`src/rtl/dsp_mac_sequencer.sv`:
```
// Sequencer for DSP48A1 pipeline-register enables: walks each accepted operand beat
// through the A/B -> M -> P stages of an N-term multiply-accumulate job.
module dsp_mac_sequencer #(
    parameter int          CNT_W      = 8,
    parameter int          PIPE_LAT   = 3,
    parameter logic [7:0]  ACC_OPMODE = 8'h09
) (
    input  logic             clk,
    input  logic             rst_n,
    input  logic             start_valid,
    output logic             start_ready,
    input  logic [CNT_W-1:0] start_len,
    input  logic             op_valid,
    output logic             op_ready,
    input  logic             abort,
    output logic             ce_ab,
    output logic             ce_m,
    output logic             ce_p,
    output logic             rst_p,
    output logic [7:0]       opmode,
    output logic             busy,
    output logic             done
);

    typedef enum logic [2:0] {
        S_IDLE  = 3'd0,
        S_CLEAR = 3'd1,
        S_FEED  = 3'd2,
        S_DRAIN = 3'd3,
        S_DONE  = 3'd4
    } state_t;

    state_t             state_r;
    state_t             state_s;
    logic [CNT_W-1:0]   remaining_r;
    logic [CNT_W-1:0]   remaining_s;
    logic [PIPE_LAT-2:0] tok_r;
    logic               accept_s;
    logic               drain_last_s;

    // The last token is at the P stage with nothing left behind it in the pipe.
    assign drain_last_s = tok_r[PIPE_LAT-2] && (tok_r[PIPE_LAT-3:0] == {(PIPE_LAT-2){1'b0}});

    // State and remaining-beat counter registers.
    always_ff @(posedge clk or negedge rst_n) begin
        if (!rst_n) begin
            state_r     <= S_IDLE;
            remaining_r <= {CNT_W{1'b0}};
        end else begin
            state_r     <= state_s;
            remaining_r <= remaining_s;
        end
    end

    // Token pipe: one bit per accepted beat, delayed to time the M and P enables.
    always_ff @(posedge clk or negedge rst_n) begin
        if (!rst_n) begin
            tok_r <= {(PIPE_LAT-1){1'b0}};
        end else if (abort && (state_r != S_IDLE)) begin
            tok_r <= {(PIPE_LAT-1){1'b0}};
        end else begin
            tok_r <= {tok_r[PIPE_LAT-3:0], accept_s};
        end
    end

    // Next-state, counter update and handshake decode.
    always_comb begin
        state_s     = state_r;
        remaining_s = remaining_r;
        op_ready    = 1'b0;
        accept_s    = 1'b0;
        rst_p       = 1'b0;
        case (state_r)
            S_IDLE: begin
                if (start_valid) begin
                    remaining_s = start_len;
                    state_s     = S_CLEAR;
                end else begin
                    state_s     = S_IDLE;
                end
            end
            S_CLEAR: begin
                rst_p = 1'b1;
                if (abort) begin
                    state_s     = S_IDLE;
                    remaining_s = {CNT_W{1'b0}};
                end else if (remaining_r == {CNT_W{1'b0}}) begin
                    state_s = S_DONE;
                end else begin
                    state_s = S_FEED;
                end
            end
            S_FEED: begin
                op_ready = !abort;
                accept_s = op_valid && !abort;
                if (abort) begin
                    state_s     = S_IDLE;
                    remaining_s = {CNT_W{1'b0}};
                end else if (accept_s) begin
                    // Saturating decrement keeps the counter from wrapping.
                    if (remaining_r != {CNT_W{1'b0}}) begin
                        remaining_s = remaining_r - CNT_W'(1);
                    end else begin
                        remaining_s = remaining_r;
                    end
                    if (remaining_r == CNT_W'(1)) begin
                        state_s = S_DRAIN;
                    end else begin
                        state_s = S_FEED;
                    end
                end else begin
                    state_s = S_FEED;
                end
            end
            S_DRAIN: begin
                if (abort) begin
                    state_s     = S_IDLE;
                    remaining_s = {CNT_W{1'b0}};
                end else if (drain_last_s) begin
                    state_s = S_DONE;
                end else begin
                    state_s = S_DRAIN;
                end
            end
            S_DONE: begin
                state_s     = S_IDLE;
                remaining_s = {CNT_W{1'b0}};
            end
            default: begin
                state_s     = S_IDLE;
                remaining_s = {CNT_W{1'b0}};
            end
        endcase
    end

    assign ce_ab       = accept_s;
    assign ce_m        = tok_r[0];
    assign ce_p        = tok_r[PIPE_LAT-2];
    assign busy        = (state_r != S_IDLE);
    assign done        = (state_r == S_DONE);
    assign start_ready = (state_r == S_IDLE);
    assign opmode      = busy ? ACC_OPMODE : 8'h00;

endmodule

```
`config.mk`:
```
export PLATFORM = sky130hd
export DESIGN_NAME = dsp_mac_sequencer
export DESIGN_NICKNAME = d
export VERILOG_FILES = /design/src/rtl/dsp_mac_sequencer.sv
export SDC_FILE = /design/constraint.sdc
export NUM_CORES = 1
export LEC_CHECK = 0
export ABC_AREA = 1
export CAP_MARGIN = 40
export CORE_MARGIN = 4
export CORE_UTILIZATION = 35
export CTS_CLUSTER_SIZE = 24
export DETAILED_ROUTE_END_ITERATION = 16
export DONT_BUFFER_PORTS = 1
export SLEW_MARGIN = 20
export SYNTH_ARGS = -nofsm -noshare
export SYNTH_HDL_FRONTEND = slang
export SYNTH_SLANG_ARGS = --single-unit
export TNS_END_PERCENT = 30
```
`constraint.sdc`:
```
create_clock -name clk -period 1.2 [get_ports clk]
set_input_delay 0.3 -clock clk [delete_from_list [all_inputs] [get_ports clk]]
set_output_delay 0.3 -clock clk [all_outputs]
set_load 0.1 [all_outputs]
```
==> results.sh, run 1 <==
export IMPL_status="finished, violations left"
export IMPL_violations="negative setup slack"
export IMPL_synth_adder_area_share_pct=3.93
export IMPL_timing_final_crit_share_pct=138
export IMPL_ant_nets=0
export IMPL_cts_buffers=3
export IMPL_pre_cts_ws_ps=-205
export IMPL_coreArea_sq_um=2540
export IMPL_hold_end="tok_r[1]"
export IMPL_drtIter0Drc=21
export IMPL_cts_buffer_depth=2
export IMPL_maxSlewViolCount=0
export IMPL_die_x_microns=60.2
export IMPL_ys_types=25
export IMPL_period_minus_slack_ps=1660
export IMPL_path_max_fanout=2
export IMPL_r2r_start="state_r[0]"
export IMPL_hpwlAfterDp_mm=1.86
export IMPL_synth_simple_area_share_pct=39.8
export IMPL_synth_seq_area_share_pct=34.1
export IMPL_worst_pin_slew_ps=641
export IMPL_rows=18
export IMPL_r2r_end="remaining_r[4]"
export IMPL_maxSlewHeadroom_pct=57.1
export IMPL_muxShareOfSynthArea_pct=0
export IMPL_antenna_found_initial=0
export IMPL_min_from="abort"
export IMPL_place_congestion=0.865
export IMPL_wl_mm=2.60
export IMPL_dieArea_sq_um=3630
export IMPL_yosysWarnings=0
export IMPL_finalNetCount=189
export IMPL_postSynthCellCount=138
export IMPL_drv_cap=0
export IMPL_vias_per_cell=4.73
export IMPL_synth_seq_cells=13
export IMPL_critPathTopFamily="flip-flops"
export IMPL_cp_cell_sequence="nor2_4, nand2_2, buf_6, nor2_4, buf_12"
export IMPL_synth_top_family_by_area="simple AND/OR/NAND/NOR gates"
export IMPL_hold_class="input port to flop"
export IMPL_crit_arrival_ps=1360
export IMPL_grt_pass1_vias=939
export IMPL_floorplan_initialDensity_pct=37.5
export IMPL_reg2reg_slack_ps=-220
export IMPL_cts_tree="yes"
export IMPL_drive_above_1_share_pct=32.6
export IMPL_slowest_stage="dfrtp_1"
export IMPL_rr_worst_depth=9
export IMPL_critPathKind="flop to output port"
export IMPL_setup_viol=19
export IMPL_finalWorstSetupSlack_ps=-456
export IMPL_wl_per_cell_microns=12.9
export IMPL_avgSynthCellArea_sq_um=6.92
export IMPL_rsz0062_at_grt="yes"
export IMPL_syn_to_final_growth_pct=49.8
export IMPL_root_buffer="clkbuf_4"
export IMPL_first_pass_iters=4
export IMPL_drc_errors=0
export IMPL_cpPeakStageDelay_ps=430
export IMPL_htreeDepth=1
export IMPL_grt_max_degree=14
export IMPL_port_buffers=0
export IMPL_cp_end_kind="output port"
export IMPL_path_clk_slew_ps=90
export IMPL_hold_path_cell_count=1
export IMPL_synthXorXnorAreaFrac_pct=0.917
export IMPL_synth_compound_area_share_pct=8.26
export IMPL_stdcell_count=202
export IMPL_grt_total_usage_pct=16.3
export IMPL_critPathBufInv=2
export IMPL_finalClockSkew_ps=4.87
export IMPL_max_freq_mhz=604
export IMPL_ios=29
export IMPL_grt_first_pass_wirelength_mm=4.28
export IMPL_startpoint_type="flop"
export IMPL_antenna_diode_count=0
export IMPL_cts_num_sinks=13
export IMPL_cpMostUsedCell="nor2_4"
export IMPL_hold_violations=0
export IMPL_clkLatencyLatePin_ps=280
export IMPL_required_ps=900
export IMPL_vias=955
export IMPL_overflow=0
export IMPL_dp_cells=193
export IMPL_final_setup_tns_ps=-5150
export IMPL_die_height_microns=60.2
export IMPL_syn_cell_area_sq_um=955
worst register-to-register path, cell delays in order, from the launching register on:
cell	delay, ps
dfrtp_1	430
nor2_4	150
nand2_2	90
nor2_4	160
buf_6	160
buf_4	110
nand2_1	40
o21ai_1	110
nand2_1	60
nand2_1	60
per-layer routing:
layer / GRT usage [%] / routed length [microns] / vias up
li1: - / - / 490
met3: 2.59 / 78 / 4
met5: 0 / 0 / -
met2: 27.6 / 1360 / 16
met1: 20.3 / 1140 / 445
met4: 6.65 / 23 / 0
cell usage in the layout, fill, tap and decap left out, types with 2 or more instances in the layout:
| master | Yosys | routed |
|---|---|---|
| nand2_2 | 3 | 3 |
| buf_4 | 8 | 21 |
| buf_6 | 1 | 4 |
| a21oi_1 | 2 | 2 |
| conb_1 | 1 | 6 |
| buf_12 | 0 | 7 |
| clkbuf_4 | 0 | 3 |
| nand4_1 | 2 | 2 |
| nor2_1 | 11 | 9 |
| nand2_1 | 53 | 52 |
| ha_1 | 3 | 2 |
| inv_1 | 12 | 12 |
| o31ai_1 | 2 | 2 |
| nand3_1 | 9 | 9 |
| nor2_4 | 2 | 5 |
| dfrtp_1 | 13 | 13 |
| o21ai_0 | 3 | 2 |
| o21ai_1 | 1 | 2 |
cell families (layout without fill, tap and decap cells):
logic type | count (synthesis) | count (layout)
AND/OR/NAND/NOR | 86 | 86
AO/OA/AOI/OAI | 12 | 12
other | 1 | 6
adder cells (fa/ha/maj) | 3 | 3
buffers and inverters | 22 | 51
XOR/XNOR | 1 | 1
flip-flops | 13 | 13
flip-flops by register name, indices dropped and copies added (netlist names):
signal,cells
state_r,3
remaining_r,8
tok_r,2
repair_timing:
item,CTS,global route
setup endpoints to repair,21,21
pin swaps,3,5
resized for setup,13,6
buffers inserted,4,0
hold buffers,1,0
endpoints found under the hold margin,13,0
gates cloned,0,0
how the worst max path moves through the flow:
stage	start	endpoint	slack [ps]	depth (start not counted)
final	state_r[0]	ce_ab	-460	5
after global routing	state_r[0]	ce_ab	-570	5
after CTS	state_r[2]	ce_ab	-450	5
after detailed placement	state_r[0]	ce_ab	-210	5
after global placement	state_r[0]	ce_ab	-180	5
after floorplan	state_r[0]	done	-330	1
synth_stat cells:
cell type / n / area, sq um
buf_4: 8 / 60.1
dfrtp_1: 13 / 325
nand3_1: 9 / 45.0
buf_6: 1 / 11.3
inv_2: 1 / 3.75
conb_1: 1 / 3.75
nor3b_1: 1 / 7.51
xor2_1: 1 / 8.76
nor2_4: 2 / 22.5
a21oi_1: 2 / 10.0
nand2_1: 53 / 199
nor3_1: 2 / 10.0
a21boi_0: 1 / 7.51
nor2_1: 11 / 41.3
o21ai_0: 3 / 15.0
nor2_2: 2 / 12.5
inv_1: 12 / 45.0
o21ai_2: 2 / 17.5
nand2_2: 3 / 18.8
nand2_4: 1 / 11.3
nand4_1: 2 / 12.5
o21ai_1: 1 / 5.00
o31ai_1: 2 / 15.0
a21oi_2: 1 / 8.76
ha_1: 3 / 37.5
area by class of cell:
cell class              count  area [sq um]
well taps                  30          37.5
clock inverters             1          5.00
flip-flops and latches     13           325
repair buffers             34           380
multi-input cells         108           603
inverters                  13          56.3
fillers                   228          1110
clock buffers               3          22.5
metrics by stage:
stage          instance area, sq um  utilization (%)  hold slack, ps
2_1_floorplan                  1030                -            4.41
3_3_place_gp                   1270             50.0            4.82
3_5_place_dp                   1270             50.0            4.77
4_1_cts                        1410             55.3             101
5_1_grt                        1430             56.2            76.1
6_report                       1430             56.2             110
Power of run 1 is left out: the tool's default activity adds up to more than one toggle a clock period on the data nets, which glitch-free logic cannot reach.
==> inputs of run 2 (changes only) <==
==> constraint.sdc (replaced) <==
create_clock -name clk -period 1.9 [get_ports clk]
set_input_delay 0.475 -clock clk [delete_from_list [all_inputs] [get_ports clk]]
set_output_delay 0.475 -clock clk [all_outputs]
set_load 0.1 [all_outputs]
==> run 2 against run 1 <==
The flow now finishes without violations. Core utilization shrank 11 points. Final cell count shrank 12%. Hold slack gained 180 ps. Worst setup slack gained 530 ps. Register-to-register slack gained 650 ps.
==> results.sh, run 2 (synthesized netlist as in run 1, its figures left out) <==
export IMPL_die_x_microns=60.2
export IMPL_crit_arrival_ps=1350
export IMPL_rr_worst_depth=7
export IMPL_antenna_found_initial=0
export IMPL_rows=18
export IMPL_maxSlewHeadroom_pct=59.2
export IMPL_cts_buffers=3
export IMPL_regMostFlops="remaining_r"
export IMPL_hold_violations=0
export IMPL_path_clk_slew_ps=80
export IMPL_ant_nets=0
export IMPL_period_minus_slack_ps=1830
export IMPL_htreeDepth=1
export IMPL_rsz0062_at_grt="no"
export IMPL_maxSlewViolCount=0
export IMPL_cts_num_sinks=13
export IMPL_drv_cap=0
export IMPL_vias=831
export IMPL_port_buffers=0
export IMPL_finalNetCount=165
export IMPL_hpwlAfterDp_mm=1.54
export IMPL_vias_per_cell=4.67
export IMPL_die_height_microns=60.2
export IMPL_hold_class="input port to flop"
export IMPL_critPathKind="flop to output port"
export IMPL_required_ps=1420
export IMPL_wl_mm=2.07
export IMPL_cts_buffer_depth=2
export IMPL_layout_common_cells="nand2_1 (52), inv_1 (12), dfrtp_1 (11)"
export IMPL_startpoint_type="flop"
export IMPL_dieArea_sq_um=3630
export IMPL_reg2reg_slack_ps=430
export IMPL_design_area_sq_um=1150
export IMPL_worst_pin_slew_ps=610
export IMPL_hold_path_cell_count=1
export IMPL_drc_errors=0
export IMPL_dpl_instance_area_sq_um=1060
export IMPL_floorplan_initialDensity_pct=37.5
export IMPL_ios=29
export IMPL_hold_end="tok_r[1]"
export IMPL_grt_pass1_vias=785
export IMPL_largestRegisters="remaining_r x8, state_r x3, tok_r x2"
export IMPL_place_congestion=0.858
export IMPL_first_pass_iters=4
export IMPL_final_common_cell="nand2_1"
export IMPL_wl_per_cell_microns=11.6
export IMPL_r2r_start="state_r[0]"
export IMPL_drive_above_1_share_pct=20.3
export IMPL_cp_end_kind="output port"
export IMPL_grt_max_degree=14
export IMPL_syn_to_final_growth_pct=20.4
export IMPL_timing_final_crit_share_pct=96.1
export IMPL_path_max_fanout=6
export IMPL_finalClockSkew_ps=0.583
export IMPL_max_freq_mhz=548
export IMPL_drtIter0Drc=15
export IMPL_setup_viol=0
export IMPL_grt_first_pass_wirelength_mm=3.40
export IMPL_antenna_diode_count=0
export IMPL_status="completed"
export IMPL_overflow=0
export IMPL_largest_reg_flops=8
export IMPL_coreArea_sq_um=2540
export IMPL_grt_total_usage_pct=12.9
export IMPL_cts_tree="yes"
export IMPL_min_from="abort"
export IMPL_root_buffer="clkbuf_4"
export IMPL_clkLatencyLatePin_ps=280
export IMPL_r2r_end="remaining_r[7]"
## run 2: cell types whose count changed in the layout (fill, tap and decap cells not counted), moves of 2 or more
cell,delta
dfrtp_1,-2
buf_12,-5
nand2_4,+2
buf_4,-16
dfrtp_2,+2
buf_6,-4
## run 2: repair_timing
item                                    in CTS  in global routing
setup buffers                                0                  1
endpoints found under the hold margin       13                  0
gates resized for setup                      1                  4
hold buffers                                 1                  0
cloned                                       0                  1
pin swaps                                    0                  2
endpoints found under the setup margin       2                  5
## run 2: cell type report
type / count / area (sq um)
clock buffer: 4 / 26.3
fill: 248 / 1400
inverter: 13 / 51.3
multi-input combinational: 108 / 567
sequential: 13 / 328
tap: 30 / 37.5
timing repair buffer: 10 / 140
## run 2: how the worst max path moves through the flow
stage               start       end  cells after the start
2_1_floorplan  state_r[0]      done                      1
3_3_place_gp   state_r[0]  op_ready                      4
3_5_place_dp   state_r[0]  op_ready                      4
4_1_cts        state_r[0]  op_ready                      4
5_1_grt        state_r[0]  op_ready                      4
6_report       state_r[0]  op_ready                      4
## run 2: per-stage QoR
step           TNS [ps]  instances  utilization, %  hold WS (ps)  setup WS, ps
3_5_place_dp          0        171            41.7           180           297
5_1_grt               0        178            45.2           285          7.95
3_3_place_gp          0        171            41.7           180           325
2_1_floorplan      -209        143               -           179          -209
4_1_cts               0        176            43.3           285          10.9
6_report              0        178            45.2           293          74.1
## run 2: critical path: stages (launching register included)
cell,delay [ps]
dfrtp_2,460
nor2_4,150
nand2_4,100
nor2_4,150
buf_12,200
## run 2: per-layer routing
layer | share of wire, % | up-vias | global-route usage, %
li1 | - | 444 | -
met1 | 46 | 366 | 15.7
met2 | 48 | 17 | 20.7
met3 | 3.7 | 4 | 2.59
met4 | 2.0 | 0 | 7.59
met5 | 0 | - | 0
Power of run 2 is left out for the same reason.
==> inputs of run 3 (changes only) <==
--- a/config.mk
+++ b/config.mk
@@ -5,10 +5,11 @@
 export SDC_FILE = /design/constraint.sdc
 export NUM_CORES = 1
 export LEC_CHECK = 0
-export ABC_AREA = 1
 export CAP_MARGIN = 40
 export CORE_MARGIN = 4
 export CORE_UTILIZATION = 35
+export CTS_BUF_LIST = sky130_fd_sc_hd__clkbuf_4 sky130_fd_sc_hd__clkbuf_8
+export CTS_CLUSTER_DIAMETER = 60
 export CTS_CLUSTER_SIZE = 24
 export DETAILED_ROUTE_END_ITERATION = 16
 export DONT_BUFFER_PORTS = 1
==> run 3 against run 2 <==
The flow now finishes with violations (negative setup slack). Global-route usage rose by 2.4 points. Synthesized area is 1.0% higher. Count of clock-buffer cells in the layout did not move. Clock skew increased by 0.60 ps. Cell area up 8.3%. First-iteration DRC count up 6.7%. Critical path depth unchanged. Critical path type unchanged.
==> results.sh, run 3 <==
export IMPL_clkLatencyLatePin_ps=280
export IMPL_maxSlewHeadroom_pct=59.7
export IMPL_regMostFlops="remaining_r"
export IMPL_finalClockSkew_ps=1.19
export IMPL_ys_types=39
export IMPL_startpoint_type="flop"
export IMPL_syn_to_final_growth_pct=29.1
export IMPL_grt_first_pass_wirelength_mm=4.15
export IMPL_final_common_cell="buf_4"
export IMPL_hold_path_cell_count=1
export IMPL_hpwlAfterDp_mm=1.91
export IMPL_dpl_instance_area_sq_um=1120
export IMPL_port_buffers=0
export IMPL_layout_common_cells="buf_4 (16), dfrtp_1 (13), nor2_1 (12)"
export IMPL_largest_reg_flops=8
export IMPL_synthTopCellsByCount="nor2_1 (14), dfrtp_1 (13), o21ai_0 (9)"
export IMPL_root_buffer="clkbuf_4"
export IMPL_largestRegisters="remaining_r x8, state_r x3, tok_r x2"
export IMPL_synth_seq_area_share_pct=33.7
export IMPL_status="finished, violations left"
export IMPL_drc_errors=0
export IMPL_antenna_found_initial=0
export IMPL_path_clk_slew_ps=80
export IMPL_ios=29
export IMPL_grt_pass1_vias=918
export IMPL_postSynthCellCount=110
export IMPL_die_height_microns=60.5
export IMPL_grt_total_usage_pct=15.2
export IMPL_cts_buffer_depth=2
export IMPL_maxSlewViolCount=0
export IMPL_yosys_most_used_dff="dfrtp_1"
export IMPL_yosysWarnings=0
export IMPL_dieArea_sq_um=3660
export IMPL_synth_top_area_share_pct=33.7
export IMPL_synth_top_area_cell="dfrtp_1"
export IMPL_power_density_nw_per_um2=1920
export IMPL_vias_per_cell=5.33
export IMPL_cpPeakStageDelay_ps=420
export IMPL_wl_mm=2.52
export IMPL_cp_cell_sequence="or2_1, or2_4, nor2_4, buf_12"
export IMPL_synthTopCellsByArea="dfrtp_1 (34%), o31ai_2 (6.5%), buf_4 (6.2%)"
export IMPL_cp_end_kind="output port"
export IMPL_synth_edff_count=0
export IMPL_r2r_end="remaining_r[2]"
export IMPL_grt_max_degree=14
export IMPL_required_ps=1420
export IMPL_rsz0062_at_grt="yes"
export IMPL_irDropWorstVdd_uv=1560
export IMPL_wl_per_cell_microns=15.5
export IMPL_reg2reg_slack_ps=120
export IMPL_finalNetCount=149
export IMPL_syn_cell_area_sq_um=965
export IMPL_cts_num_sinks=13
export IMPL_rr_worst_depth=5
export IMPL_place_congestion=0.826
export IMPL_hold_end="state_r[1]"
export IMPL_slowest_stage="dfrtp_1"
export IMPL_crit_arrival_ps=1550
export IMPL_finalWorstSetupSlack_ps=-129
export IMPL_die_x_microns=60.5
export IMPL_synth_seq_cells=13
export IMPL_timing_final_crit_share_pct=107
export IMPL_htreeDepth=1
export IMPL_overflow=0
export IMPL_period_minus_slack_ps=2030
export IMPL_power_uw=2390
export IMPL_drv_cap=0
export IMPL_coreArea_sq_um=2540
export IMPL_critPathKind="flop to output port"
export IMPL_drive_above_1_share_pct=33.3
export IMPL_leakagePower_uw=0.000565
export IMPL_hold_class="input port to flop"
export IMPL_path_max_fanout=5
export IMPL_floorplan_initialDensity_pct=37.9
export IMPL_antenna_diode_count=0
export IMPL_first_pass_iters=4
export IMPL_design_area_sq_um=1240
export IMPL_yosysMostFrequentCell="nor2_1"
export IMPL_cts_buffers=3
export IMPL_min_from="abort"
export IMPL_drtIter0Drc=16
export IMPL_worst_pin_slew_ps=602
export IMPL_cts_tree="yes"
export IMPL_vias=864
export IMPL_setup_viol=5
export IMPL_r2r_start="remaining_r[5]"
export IMPL_avgSynthCellArea_sq_um=8.77
export IMPL_hold_violations=0
export IMPL_max_freq_mhz=493
export IMPL_ant_nets=0
export IMPL_async_flop_share_pct=100
export IMPL_violations="negative setup slack"
export IMPL_rows=18
## run 3: cell count changes after synthesis, sizes merged, moves of 2 or more
cell / delta
nand2: -53
a22oi: +6
buf: +3
a2bb2oi: +2
nand3: -7
inv: -6
o21ai: +4
a21oi: +3
o31ai: +5
nor2b: +2
or2: +3
nor4: +2
## run 3: worst max path at each step
stage                        start  slack, ps  depth (start not counted)             end
global route            state_r[2]       -180                          4           ce_ab
global placement             abort         90                          4           ce_ab
floorplan               state_r[0]       -210                          5           ce_ab
finish                  state_r[2]       -130                          4           ce_ab
CTS                     state_r[2]       -120                          4           ce_ab
detailed placement  remaining_r[5]         20                          5  remaining_r[2]
## run 3: power breakdown
part           switching (uW)  total [uW]  internal [uW]
combinational            1160        1740            583
sequential               96.7         466            369
clock                    91.6         187           95.9
## run 3: logic make-up after synthesis
kind of cell	Yosys count	share of synthesized area, %
AOI/OAI and AO/OA	36	27.4
and+or+nand+nor	37	20.4
xor gates and xnor gates	1	0.908
other	1	0.389
DFF	13	33.7
buffers and inverters	19	13.4
adders and majority gates	3	3.89
## run 3: timing repair
item	CTS	global route
hold buffers	1	0
buffers inserted	4	3
endpoints found under the hold margin	13	0
pin swaps	2	5
gates cloned	0	0
endpoints found under the setup margin	5	11
resized for setup	4	6
## run 3: per-stage QoR
step                      std cells  hold slack (ps)  TNS, ps  setup WS, ps  util, %
after floorplan                 115              179     -393          -207        -
after global placement          151              180        0          88.2     44.0
after detailed placement        151              180        0          24.8     44.0
after CTS                       160              253     -303          -125     47.4
after global routing            162              250     -683          -176     48.9
final                           162              258     -390          -129     48.9
## run 3: layout make-up
cell class                 instances  area (sq um)
sequential                        13           325
inverter                           7          30.0
tap                               30          37.5
fill                             263          1300
clock buffer                       4          30.0
timing repair buffer              25           264
multi-input combinational         83           558
## run 3: critical path, delay by kind of cell, from the launching register on
| family | cells | cell delay (ps) |
|---|---|---|
| DFF | 1 | 420 |
| and+or+nand+nor | 3 | 670 |
| buffers and inverters | 1 | 180 |
## run 3: layer usage
metal / track usage (%) / part of all wire, %
met5: 0 / 0
met4: 3.72 / 0.79
met3: 4.47 / 6.5
met2: 26.9 / 48
met1: 18.2 / 44
No activity file was read; power rests on OpenSTA's default activity.
